**config.mk**
```make
export PLATFORM = sky130hd
export DESIGN_NAME = yari_mem_arbiter_flat
export DESIGN_NICKNAME = d
export VERILOG_FILES = /design/src/rtl/yari_mem_arbiter_if.sv /design/src/rtl/yari_mem_arbiter.sv /design/src/flat_wrapper.sv
export SDC_FILE = /design/constraint.sdc
export NUM_CORES = 1
export LEC_CHECK = 0
export ABC_CLOCK_PERIOD_IN_PS = 3800
export CAP_MARGIN = 5
export CORE_AREA = 5 5 103 105
export DETAILED_ROUTE_END_ITERATION = 12
export DIE_AREA = 0 0 108 110
export GPL_TIMING_DRIVEN = 0
export PLACE_DENSITY_LB_ADDON = 0.3
export SETUP_SLACK_MARGIN = 0.3
export SYNTH_ARGS = -nofsm -noshare
export SYNTH_HDL_FRONTEND = slang
export SYNTH_SLANG_ARGS = --single-unit
```
**constraint.sdc**
```tcl
create_clock -name clock -period 3.8 [get_ports clock]
set_input_delay 0.76 -clock clock [delete_from_list [all_inputs] [get_ports clock]]
set_output_delay 0.76 -clock clock [all_outputs]
set_load 0.005 [all_outputs]
```
**src/rtl/yari_mem_arbiter_if.sv**
```systemverilog
// Signal bundle around the two-into-one memory arbiter: the core's I and D
// ports and the shared pipeconnect-style memory port.
//   master : the environment (core I/D ports and the external memory slave)
//   slave  : the arbiter itself
//   i_*    : I-side read port        d_* : D-side read/write port
//   s_*    : shared memory port (request out of the arbiter, response into it)
interface yari_mem_arbiter_if;
    logic [29:0] i_addr;
    logic        i_rd;
    logic        i_hold;
    logic [31:0] i_rddata;
    logic        i_rddata_valid;

    logic [29:0] d_addr;
    logic        d_rd;
    logic        d_wr;
    logic [31:0] d_wrdata;
    logic [3:0]  d_wrmask;
    logic        d_hold;
    logic [31:0] d_rddata;
    logic        d_rddata_valid;

    logic [29:0] s_addr;
    logic        s_rd;
    logic        s_wr;
    logic [31:0] s_wrdata;
    logic [3:0]  s_wrmask;
    logic        s_hold;
    logic [31:0] s_rddata;
    logic        s_rddata_valid;

    modport master (
        output i_addr, i_rd, d_addr, d_rd, d_wr, d_wrdata, d_wrmask,
               s_hold, s_rddata, s_rddata_valid,
        input  i_hold, i_rddata, i_rddata_valid, d_hold, d_rddata, d_rddata_valid,
               s_addr, s_rd, s_wr, s_wrdata, s_wrmask
    );

    modport slave (
        input  i_addr, i_rd, d_addr, d_rd, d_wr, d_wrdata, d_wrmask,
               s_hold, s_rddata, s_rddata_valid,
        output i_hold, i_rddata, i_rddata_valid, d_hold, d_rddata, d_rddata_valid,
               s_addr, s_rd, s_wr, s_wrdata, s_wrmask
    );
endinterface

```
**src/rtl/yari_mem_arbiter.sv**
```systemverilog
// Two-into-one memory arbiter for the yari core's I and D ports.
// D has priority, bounded by a starvation guard that yields to a waiting I
// after MAX_D_RUN consecutive D grants. The grant locks while the slave stalls.
// An in-order ID FIFO remembers the issuer of each accepted read so that read
// responses are steered back to it.
// Ports:
//   clock  : rising-edge clock
//   rst_n  : asynchronous active-low reset
//   bus    : I/D core ports and shared memory port (slave view)
//   err    : sticky, set by a read response with no outstanding read
module yari_mem_arbiter #(
    parameter int unsigned FIFO_DEPTH = 4,
    parameter int unsigned MAX_D_RUN  = 4
) (
    input  logic              clock,
    input  logic              rst_n,
    yari_mem_arbiter_if.slave bus,
    output logic              err
);
    localparam int unsigned PTR_W = $clog2(FIFO_DEPTH);
    localparam int unsigned CNT_W = PTR_W + 1;
    localparam int unsigned RUN_W = 4;

    typedef enum logic [1:0] {
        FREE   = 2'd0,
        LOCK_I = 2'd1,
        LOCK_D = 2'd2
    } grant_state_t;

    grant_state_t          grant_state, grant_state_nxt;
    logic [RUN_W-1:0]      d_run;
    logic [FIFO_DEPTH-1:0] id_fifo;
    logic [PTR_W-1:0]      wr_ptr, rd_ptr;
    logic [CNT_W-1:0]      count;

    logic i_req, d_req, fifo_empty, fifo_full, pop, read_block, i_ok, d_ok;
    logic grant_i, grant_d, present, accept, push, head;

    assign i_req      = bus.i_rd;
    assign d_req      = bus.d_rd | bus.d_wr;
    assign fifo_empty = (count == CNT_W'(0));
    assign fifo_full  = (count == CNT_W'(FIFO_DEPTH));
    assign pop        = bus.s_rddata_valid & ~fifo_empty;
    // A pop in the same cycle frees a slot, so a read may still go out when full.
    assign read_block = fifo_full & ~pop;
    assign i_ok       = i_req & ~read_block;
    assign d_ok       = bus.d_wr | (bus.d_rd & ~read_block);
    assign head       = id_fifo[rd_ptr];

    // Response steering: data is shared, valid follows the FIFO head.
    assign bus.i_rddata       = bus.s_rddata;
    assign bus.d_rddata       = bus.s_rddata;
    assign bus.i_rddata_valid = pop & ~head;
    assign bus.d_rddata_valid = pop & head;

    // Grant state register.
    always_ff @(posedge clock or negedge rst_n) begin
        if (!rst_n) begin
            grant_state <= FREE;
        end else begin
            grant_state <= grant_state_nxt;
        end
    end

    // Winner selection, next grant state and slave-side request mux.
    always_comb begin
        grant_i         = 1'b0;
        grant_d         = 1'b0;
        present         = 1'b0;
        accept          = 1'b0;
        push            = 1'b0;
        grant_state_nxt = FREE;
        bus.s_addr      = '0;
        bus.s_rd        = 1'b0;
        bus.s_wr        = 1'b0;
        bus.s_wrdata    = '0;
        bus.s_wrmask    = '0;
        bus.i_hold      = 1'b0;
        bus.d_hold      = 1'b0;

        // Locked states ignore s_hold and competing requests entirely.
        case (grant_state)
            LOCK_I:  grant_i = 1'b1;
            LOCK_D:  grant_d = 1'b1;
            default: begin
                if (d_ok && !(i_ok && (d_run == RUN_W'(MAX_D_RUN)))) begin
                    grant_d = 1'b1;
                end else begin
                    grant_i = i_ok;
                end
            end
        endcase

        present = (grant_i & i_req) | (grant_d & d_req);
        accept  = present & ~bus.s_hold;
        push    = accept & (grant_i | bus.d_rd);

        if (present && bus.s_hold) begin
            grant_state_nxt = grant_d ? LOCK_D : LOCK_I;
        end

        if (grant_d) begin
            bus.s_addr   = bus.d_addr;
            bus.s_rd     = bus.d_rd;
            bus.s_wr     = bus.d_wr;
            bus.s_wrdata = bus.d_wrdata;
            bus.s_wrmask = bus.d_wrmask;
        end else if (grant_i) begin
            bus.s_addr   = bus.i_addr;
            bus.s_rd     = bus.i_rd;
        end

        bus.i_hold = i_req & (~grant_i | bus.s_hold);
        bus.d_hold = d_req & (~grant_d | bus.s_hold);
    end

    // Consecutive D grants seen by a waiting I; saturates at the guard limit.
    always_ff @(posedge clock or negedge rst_n) begin
        if (!rst_n) begin
            d_run <= '0;
        end else if (!i_req || (accept && grant_i)) begin
            d_run <= '0;
        end else if (accept && grant_d && (d_run != RUN_W'(MAX_D_RUN))) begin
            d_run <= d_run + RUN_W'(1);
        end
    end

    // Issuer ID FIFO (0 = I, 1 = D) and sticky orphan-response flag.
    always_ff @(posedge clock or negedge rst_n) begin
        if (!rst_n) begin
            id_fifo <= '0;
            wr_ptr  <= '0;
            rd_ptr  <= '0;
            count   <= '0;
            err     <= 1'b0;
        end else begin
            if (push) begin
                id_fifo[wr_ptr] <= grant_d;
                wr_ptr          <= wr_ptr + PTR_W'(1);
            end
            if (pop) begin
                rd_ptr <= rd_ptr + PTR_W'(1);
            end
            case ({push, pop})
                2'b10:   count <= count + CNT_W'(1);
                2'b01:   count <= count - CNT_W'(1);
                default: count <= count;
            endcase
            if (bus.s_rddata_valid && fifo_empty) begin
                err <= 1'b1;
            end
        end
    end
endmodule
```
**src/flat_wrapper.sv**
```systemverilog
// flat-port wrapper written by rule: the top's interface ports become plain ports
module yari_mem_arbiter_flat 
#(
    parameter int unsigned FIFO_DEPTH = 4,
    parameter int unsigned MAX_D_RUN  = 4
)
  (clock, rst_n, err, bus_i_addr, bus_i_rd, bus_d_addr, bus_d_rd, bus_d_wr, bus_d_wrdata, bus_d_wrmask, bus_s_hold, bus_s_rddata, bus_s_rddata_valid, bus_i_hold, bus_i_rddata, bus_i_rddata_valid, bus_d_hold, bus_d_rddata, bus_d_rddata_valid, bus_s_addr, bus_s_rd, bus_s_wr, bus_s_wrdata, bus_s_wrmask);
  yari_mem_arbiter_if bus_i ();
  input  logic clock;
  input  logic rst_n;
  output logic err;
  input wire logic [$bits(bus_i.i_addr)-1:0] bus_i_addr;
  input wire logic [$bits(bus_i.i_rd)-1:0] bus_i_rd;
  input wire logic [$bits(bus_i.d_addr)-1:0] bus_d_addr;
  input wire logic [$bits(bus_i.d_rd)-1:0] bus_d_rd;
  input wire logic [$bits(bus_i.d_wr)-1:0] bus_d_wr;
  input wire logic [$bits(bus_i.d_wrdata)-1:0] bus_d_wrdata;
  input wire logic [$bits(bus_i.d_wrmask)-1:0] bus_d_wrmask;
  input wire logic [$bits(bus_i.s_hold)-1:0] bus_s_hold;
  input wire logic [$bits(bus_i.s_rddata)-1:0] bus_s_rddata;
  input wire logic [$bits(bus_i.s_rddata_valid)-1:0] bus_s_rddata_valid;
  output wire logic [$bits(bus_i.i_hold)-1:0] bus_i_hold;
  output wire logic [$bits(bus_i.i_rddata)-1:0] bus_i_rddata;
  output wire logic [$bits(bus_i.i_rddata_valid)-1:0] bus_i_rddata_valid;
  output wire logic [$bits(bus_i.d_hold)-1:0] bus_d_hold;
  output wire logic [$bits(bus_i.d_rddata)-1:0] bus_d_rddata;
  output wire logic [$bits(bus_i.d_rddata_valid)-1:0] bus_d_rddata_valid;
  output wire logic [$bits(bus_i.s_addr)-1:0] bus_s_addr;
  output wire logic [$bits(bus_i.s_rd)-1:0] bus_s_rd;
  output wire logic [$bits(bus_i.s_wr)-1:0] bus_s_wr;
  output wire logic [$bits(bus_i.s_wrdata)-1:0] bus_s_wrdata;
  output wire logic [$bits(bus_i.s_wrmask)-1:0] bus_s_wrmask;
  assign bus_i.i_addr = bus_i_addr;
  assign bus_i.i_rd = bus_i_rd;
  assign bus_i.d_addr = bus_d_addr;
  assign bus_i.d_rd = bus_d_rd;
  assign bus_i.d_wr = bus_d_wr;
  assign bus_i.d_wrdata = bus_d_wrdata;
  assign bus_i.d_wrmask = bus_d_wrmask;
  assign bus_i.s_hold = bus_s_hold;
  assign bus_i.s_rddata = bus_s_rddata;
  assign bus_i.s_rddata_valid = bus_s_rddata_valid;
  assign bus_i_hold = bus_i.i_hold;
  assign bus_i_rddata = bus_i.i_rddata;
  assign bus_i_rddata_valid = bus_i.i_rddata_valid;
  assign bus_d_hold = bus_i.d_hold;
  assign bus_d_rddata = bus_i.d_rddata;
  assign bus_d_rddata_valid = bus_i.d_rddata_valid;
  assign bus_s_addr = bus_i.s_addr;
  assign bus_s_rd = bus_i.s_rd;
  assign bus_s_wr = bus_i.s_wr;
  assign bus_s_wrdata = bus_i.s_wrdata;
  assign bus_s_wrmask = bus_i.s_wrmask;
  yari_mem_arbiter #(.FIFO_DEPTH(FIFO_DEPTH), .MAX_D_RUN(MAX_D_RUN)) u_core (.clock(clock), .rst_n(rst_n), .bus(bus_i), .err(err));
endmodule
```
# Word level (Yosys, flattened, before mapping)
# Index checks and enable logic that the tools add are counted.
[word_totals]
regBits = 18
inputBits = 135
output_inout_bits = 137
elab_cells = 82
[classes]
order_cmp = 3
addsub = 5
n_eq_ne = 7
n_reduce_logical = 14
bitwise = 25
muxes = 21
[op_table]
columns = ["operator", "count"]
rows = [
  ["$mux W30", 2],
  ["$mux W32", 1],
  ["$and A1 B1 Y1", 12],
  ["$mux W4", 3],
  ["$logic_and A1 B1 Y1", 8],
  ["$mux W1", 7],
  ["$not A1 Y1", 7],
  ["$lt A2 B3 Y1 const B", 2],
  ["$or A1 B1 Y1", 6],
  ["$pmux W3 S2", 1],
  ["$add A2 B1 Y2 const B", 2],
  ["$add A4 B1 Y4 const B", 1],
  ["$bwmux W4", 1],
  ["$eq A2 B1 Y1 const B", 2],
  ["$eq A2 B2 Y1 const B", 2],
  ["$eq A4 B3 Y1 const B", 1],
  ["$mux W2", 2],
  ["$ne A4 B3 Y1 const B", 1],
  ["$pmux W1 S2", 2],
  ["$reduce_bool A2 Y1", 2],
  ["$add A3 B1 Y3 const B", 1],
  ["$eq A3 B3 Y1 const B", 1],
  ["$logic_not A3 Y1", 1],
  ["$sub A3 B1 Y3 const B", 1],
  ["other kinds (5)", 6],
]

# Logic depth before layout (Yosys ltp)
[logic_depth]
word_depth = 19
depth_mapped = 14
ltp_nobuf = 13

# Worst setup path before layout
# OpenSTA, ideal clock, no wires.
[synth_timing]
kind = "input-to-reg"
startpoint = "in bus_s_rddata_valid"
endpoint = "reg u_core.count[2]"
path_buffers = 0
arrival_ps = 2960
cell_stages = 11
path_slack_ps = 760
setup_ps = 79
path_cell_list = "or4b_4 or2_1 a31oi_2 a21oi_2 inv_1 ha_1 inv_1 fa_1 xor2_1 nor2_1 xor2_1"
[synth_between]
elab_chain_len = 16
word_cells_on_any_way = 24
cone_classes = "eq/ne (2); mux (5); bitwise (13); reduce/logical (4)"
[synth_rtl]
columns = ["element", "line_no", "text"]
rows = [
  ["from (decl)", "flat_wrapper.sv:21", "input wire logic [$bits(bus_i.s_rddata_valid)-1:0] bus_s_rddata_valid;"],
  ["$and A1 B1 Y1 (*)", "yari_mem_arbiter.sv:43", "assign pop = bus.s_rddata_valid & ~fifo_empty;"],
  ["$not A1 Y1", "yari_mem_arbiter.sv:45", "assign read_block = fifo_full & ~pop;"],
  ["$and A1 B1 Y1", "yari_mem_arbiter.sv:45", ""],
  ["$not A1 Y1", "yari_mem_arbiter.sv:46, yari_mem_arbiter.sv:47", ""],
  ["$and A1 B1 Y1", "yari_mem_arbiter.sv:46", "assign i_ok = i_req & ~read_block;"],
  ["$logic_and A1 B1 Y1", "yari_mem_arbiter.sv:86", "if (d_ok && !(i_ok && (d_run == RUN_W'(MAX_D_RUN)))) begin"],
  ["$logic_not A1 Y1", "yari_mem_arbiter.sv:86", ""],
  ["$logic_and A1 B1 Y1", "yari_mem_arbiter.sv:86", ""],
  ["$mux W1", "yari_mem_arbiter.sv:86", ""],
  ["$pmux W1 S2", "yari_mem_arbiter.sv:82", "case (grant_state)"],
  ["$and A1 B1 Y1", "yari_mem_arbiter.sv:94", "present = (grant_i & i_req) | (grant_d & d_req);"],
  ["$or A1 B1 Y1", "yari_mem_arbiter.sv:94", ""],
  ["$and A1 B1 Y1", "yari_mem_arbiter.sv:95", "accept = present & ~bus.s_hold;"],
  ["$and A1 B1 Y1", "yari_mem_arbiter.sv:96", "push = accept & (grant_i | bus.d_rd);"],
  ["$eq A2 B1 Y1 or $eq A2 B2 Y1 (tied branches)", "yari_mem_arbiter.sv:144", "case ({push, pop})"],
  ["$pmux W3 S2 or $reduce_bool A2 Y1 (tied branches)", "--", ""],
  ["to (signal assigned)", "yari_mem_arbiter.sv:145", "2'b10: count <= count + CNT_W'(1);"],
  ["to (signal assigned)", "yari_mem_arbiter.sv:146", "2'b01: count <= count - CNT_W'(1);"],
  ["to (signal assigned)", "yari_mem_arbiter.sv:147", "default: count <= count;"],
  ["to (decl)", "yari_mem_arbiter.sv:34", "logic [CNT_W-1:0] count;"],
]
# Mark *: on every way between the ends. The rest lies on a longest branch, timed or not.
# A chain may end at the register's enable or synchronous reset.

# Worst setup path in the final report
[layout_timing]
startpoint = "in bus_s_rddata_valid"
endpoint = "out bus_s_wrdata[31]"
[layout_between]
elab_chain_len = 11
word_cells_on_any_way = 13
cone_classes = "mux (3); bitwise (7); reduce/logical (3)"
[layout_rtl]
columns = ["element", "line_no", "text"]
rows = [
  ["$and A1 B1 Y1 (*)", "yari_mem_arbiter.sv:43", ""],
  ["$not A1 Y1 (*)", "yari_mem_arbiter.sv:45", ""],
  ["$and A1 B1 Y1 (*)", "yari_mem_arbiter.sv:45", ""],
  ["$not A1 Y1 (*)", "yari_mem_arbiter.sv:46, yari_mem_arbiter.sv:47", ""],
  ["$and A1 B1 Y1", "yari_mem_arbiter.sv:46", ""],
  ["$logic_and A1 B1 Y1", "yari_mem_arbiter.sv:86", ""],
  ["$logic_not A1 Y1", "yari_mem_arbiter.sv:86", ""],
  ["$logic_and A1 B1 Y1 (*)", "yari_mem_arbiter.sv:86", ""],
  ["$mux W1 (*)", "yari_mem_arbiter.sv:86", ""],
  ["$pmux W1 S2 (*)", "yari_mem_arbiter.sv:82", ""],
  ["$mux W32 (*)", "yari_mem_arbiter.sv:102", "if (grant_d) begin"],
  ["to (decl)", "flat_wrapper.sv:31", "output wire logic [$bits(bus_i.s_wrdata)-1:0] bus_s_wrdata;"],
]
# Marked as above.

==> summary.txt <==
Status: finished clean
Total Wirelength: 12,700 um
Max-cap viol count: 0
VDD IR-drop max: 333 uV
Comb pwr share: 0.722
Worst-Skew Late Latency: 0.24 ns
Critical path type: primary input to primary output
Register Area: 450 um^2
CTS tree: done
FMAX: 286 MHz
Setup Viol. Count Final: 0
Nets: 726
P_int: 981 uW
RePlAce Congestion: 0.819
Syn Inst Count: 325
Clk buf depth: 2
CP max-delay cell: or4b_4
Area growth syn-to-layout: 112%
Minimum clock period: 3.49 ns
Non-filler instance count after layout: 712
Largest net degree at the start of global routing: 19
Multi-input gate area: 1310 um^2
First-pass GRT wire length: 17,000 um
Chip width: 108 um
Final Skew: 0.00226 ns
Final hold vios: 0
CORE AREA: 9550 um^2
Net Sw Frac: 0.381
Type of the tightest min-delay check: register to register
Dpl cells: 697
Avg WL per Cell: 17.9 um
H-tree levels: 1
Initial antenna violation count: 0
Crit-path max FO: 10
Slew Limit Fails: 0
Via/cell ratio: 4.12
Ant. Diodes: 0
Post-route DRC violation count: 0
CP arrival: 2.73 ns
TritonCTS Buffers: 3
Sequential cell fraction of total power: 0.199
Clock sinks: 18
Final Power: 1590 uW
Synthesis Warnings: 0
Synthesized cell area: 2320 um^2
Sequential share of the synthesized area: 0.194
Clock Power Share: 0.079
Gr ovfl total: 0
Ports: 272
Syn_nets: 470
Fin crit share: 0.919
Clock-pin slew on the worst setup and hold paths: 0.06 ns
Vias in the first global route: 2,864
Via Count: 2,931
Number of flops mapped to enable cells by yosys: 0
CP Cell Sequence: clkdlybuf4s15_2 > or4b_4 > a21oi_2 > and2b_2 > buf_6 > buf_4 > buf_6 > and2_1 > dlygate4sd2_1
CP Capture Type: primary output
Synth unique cells: 38
RSZ-0062 raised after global routing: yes
WHS Path Cells: 1
Max_slew headroom: 0.467
Synthesized area per cell: 7.15 um^2
Slowest cell delay on critical path: 0.56 ns
PwrDens: 322 nW/um^2
Seq cells post-synth: 18
Area of the die: 11,900 um^2
Final instance area: 4930 um^2
CP most frequent cell: buf_6
R2R setup slack: 0.72 ns
Share of cells above drive strength 1: 0.264
Row cnt: 36
Hpwl dp: 10,800 um
Dpl cell area: 4880 um^2
Reg2Reg Depth: 16
Final setup TNS: 0 ns
Pleak: 0.00229 uW
Initial Util: 0.243
Worst-Margin Slew: 0.797 ns
Drt pass-1 iters: 4
FILL cells: 948
Top FF cell, synth: dfrtp_1
WP data required: 3.04 ns
DIE HEIGHT: 110 um
Total Routing Usage GR: 0.188
Port bufs: 239
Initial DRC count: 102
Startpoint types: primary input
Psw: 604 uW
ANT nets after route: 0
Root buffer cell: clkbuf_8
Synth async-reset ratio: 1.00
[power by group through the flow]
stage          clock [uW]  sequential [uW]  combinational [uW]
6_report              125              316                1140
5_1_grt               135              324                1250
4_1_cts               131              316                1140
3_5_place_dp            0              320                1140
3_3_place_gp            0              315                1120
2_1_floorplan           0              305                 512
[cell families after synthesis]
logic type	after synthesis	share of synthesized area
XOR/XNOR	6	0.0226
multiplexers	6	0.0334
AND/OR/NAND/NOR	141	0.295
AO/OA/AOI/OAI	52	0.138
flip-flops	18	0.194
adder cells (fa/ha/maj)	10	0.0571
buffers and inverters	92	0.260
[layout make-up]
type,count,area share
buffer,79,0.126
clock buffer,3,0.00837
inverter,13,0.00990
multi-input combinational,215,0.265
sequential,18,0.0913
tap,133,0.0337
timing repair buffer,251,0.465
[sequential cells by signal, indices dropped and copies added, names as in the netlist]
name                count
u_core.id_fifo          4
u_core.err              1
u_core.grant_state      2
u_core.rd_ptr           2
u_core.count            3
u_core.wr_ptr           2
u_core.d_run            4
[routing by layer]
layer / GRT usage / up-vias / part of all wire
met3: 0.0448 / 12 / 0.080
met4: 0.0298 / 0 / 0.013
li1: - / 1478 / -
met2: 0.342 / 112 / 0.51
met1: 0.229 / 1329 / 0.40
met5: 0 / - / 0
[cell usage in the layout (no fill, tap or decap), drive strengths merged, types with 9 or more instances in the layout]
| cell type | instances |
|---|---|
| dfrtp | 18 |
| inv | 13 |
| o21ai | 35 |
| clkdlybuf4s50 | 171 |
| buf | 111 |
| nand2 | 78 |
| ha | 9 |
| clkdlybuf4s15 | 20 |
| clkbuf | 23 |
| and2 | 38 |
[through the flow]
step / utilization / setup WS [ns] / hold slack, ns
floorplan: - / 0.760 / 0.451
global placement: 0.511 / -0.438 / 0.441
detailed placement: 0.511 / -0.450 / 0.448
CTS: 0.514 / 0.196 / 0.464
global route: 0.516 / 0.236 / 0.474
finish: 0.516 / 0.309 / 0.459
[cell usage after synthesis, types with 6 or more instances]
cell | instances | area share
inv_1 | 13 | 0.021
o21ai_0 | 33 | 0.071
dfrtp_1 | 18 | 0.19
ha_1 | 9 | 0.048
a21oi_1 | 6 | 0.013
nor2_1 | 6 | 0.0097
clkbuf_1 | 7 | 0.011
buf_4 | 67 | 0.22
nand2_1 | 78 | 0.13
and2_1 | 38 | 0.10
[critical path: cells and delay by family]
family	cells	cell delay (ns)
simple gates	3	0.97
buf+inv	5	0.85
compound gates	1	0.15
[repair_timing]
item                                    CTS  global route
gates cloned                              3             0
pin swaps                                 2             4
gates resized for setup                 204            51
setup buffers                             6             3
hold buffers                              0             0
endpoints found under the setup margin   69            52
[worst paths after layout]
| check | startpoint | end |
|---|---|---|
| min in group asynchronous | rst_n | u_core.err$_DFFE_PN0P_ |
| setup reg to reg | u_core.grant_state[0]$_DFF_PN0_ | u_core.count[2]$_DFFE_PN0P_ |
| hold reg to reg | u_core.err$_DFFE_PN0P_ | u_core.err$_DFFE_PN0P_ |
| max in group asynchronous | rst_n | u_core.d_run[3]$_DFFE_PN0P_ |
| setup / recovery | bus_s_rddata_valid | bus_s_wrdata[31] |
| hold / removal | u_core.err$_DFFE_PN0P_ | u_core.err$_DFFE_PN0P_ |
Note: power is estimated with default switching activity, not from simulation.
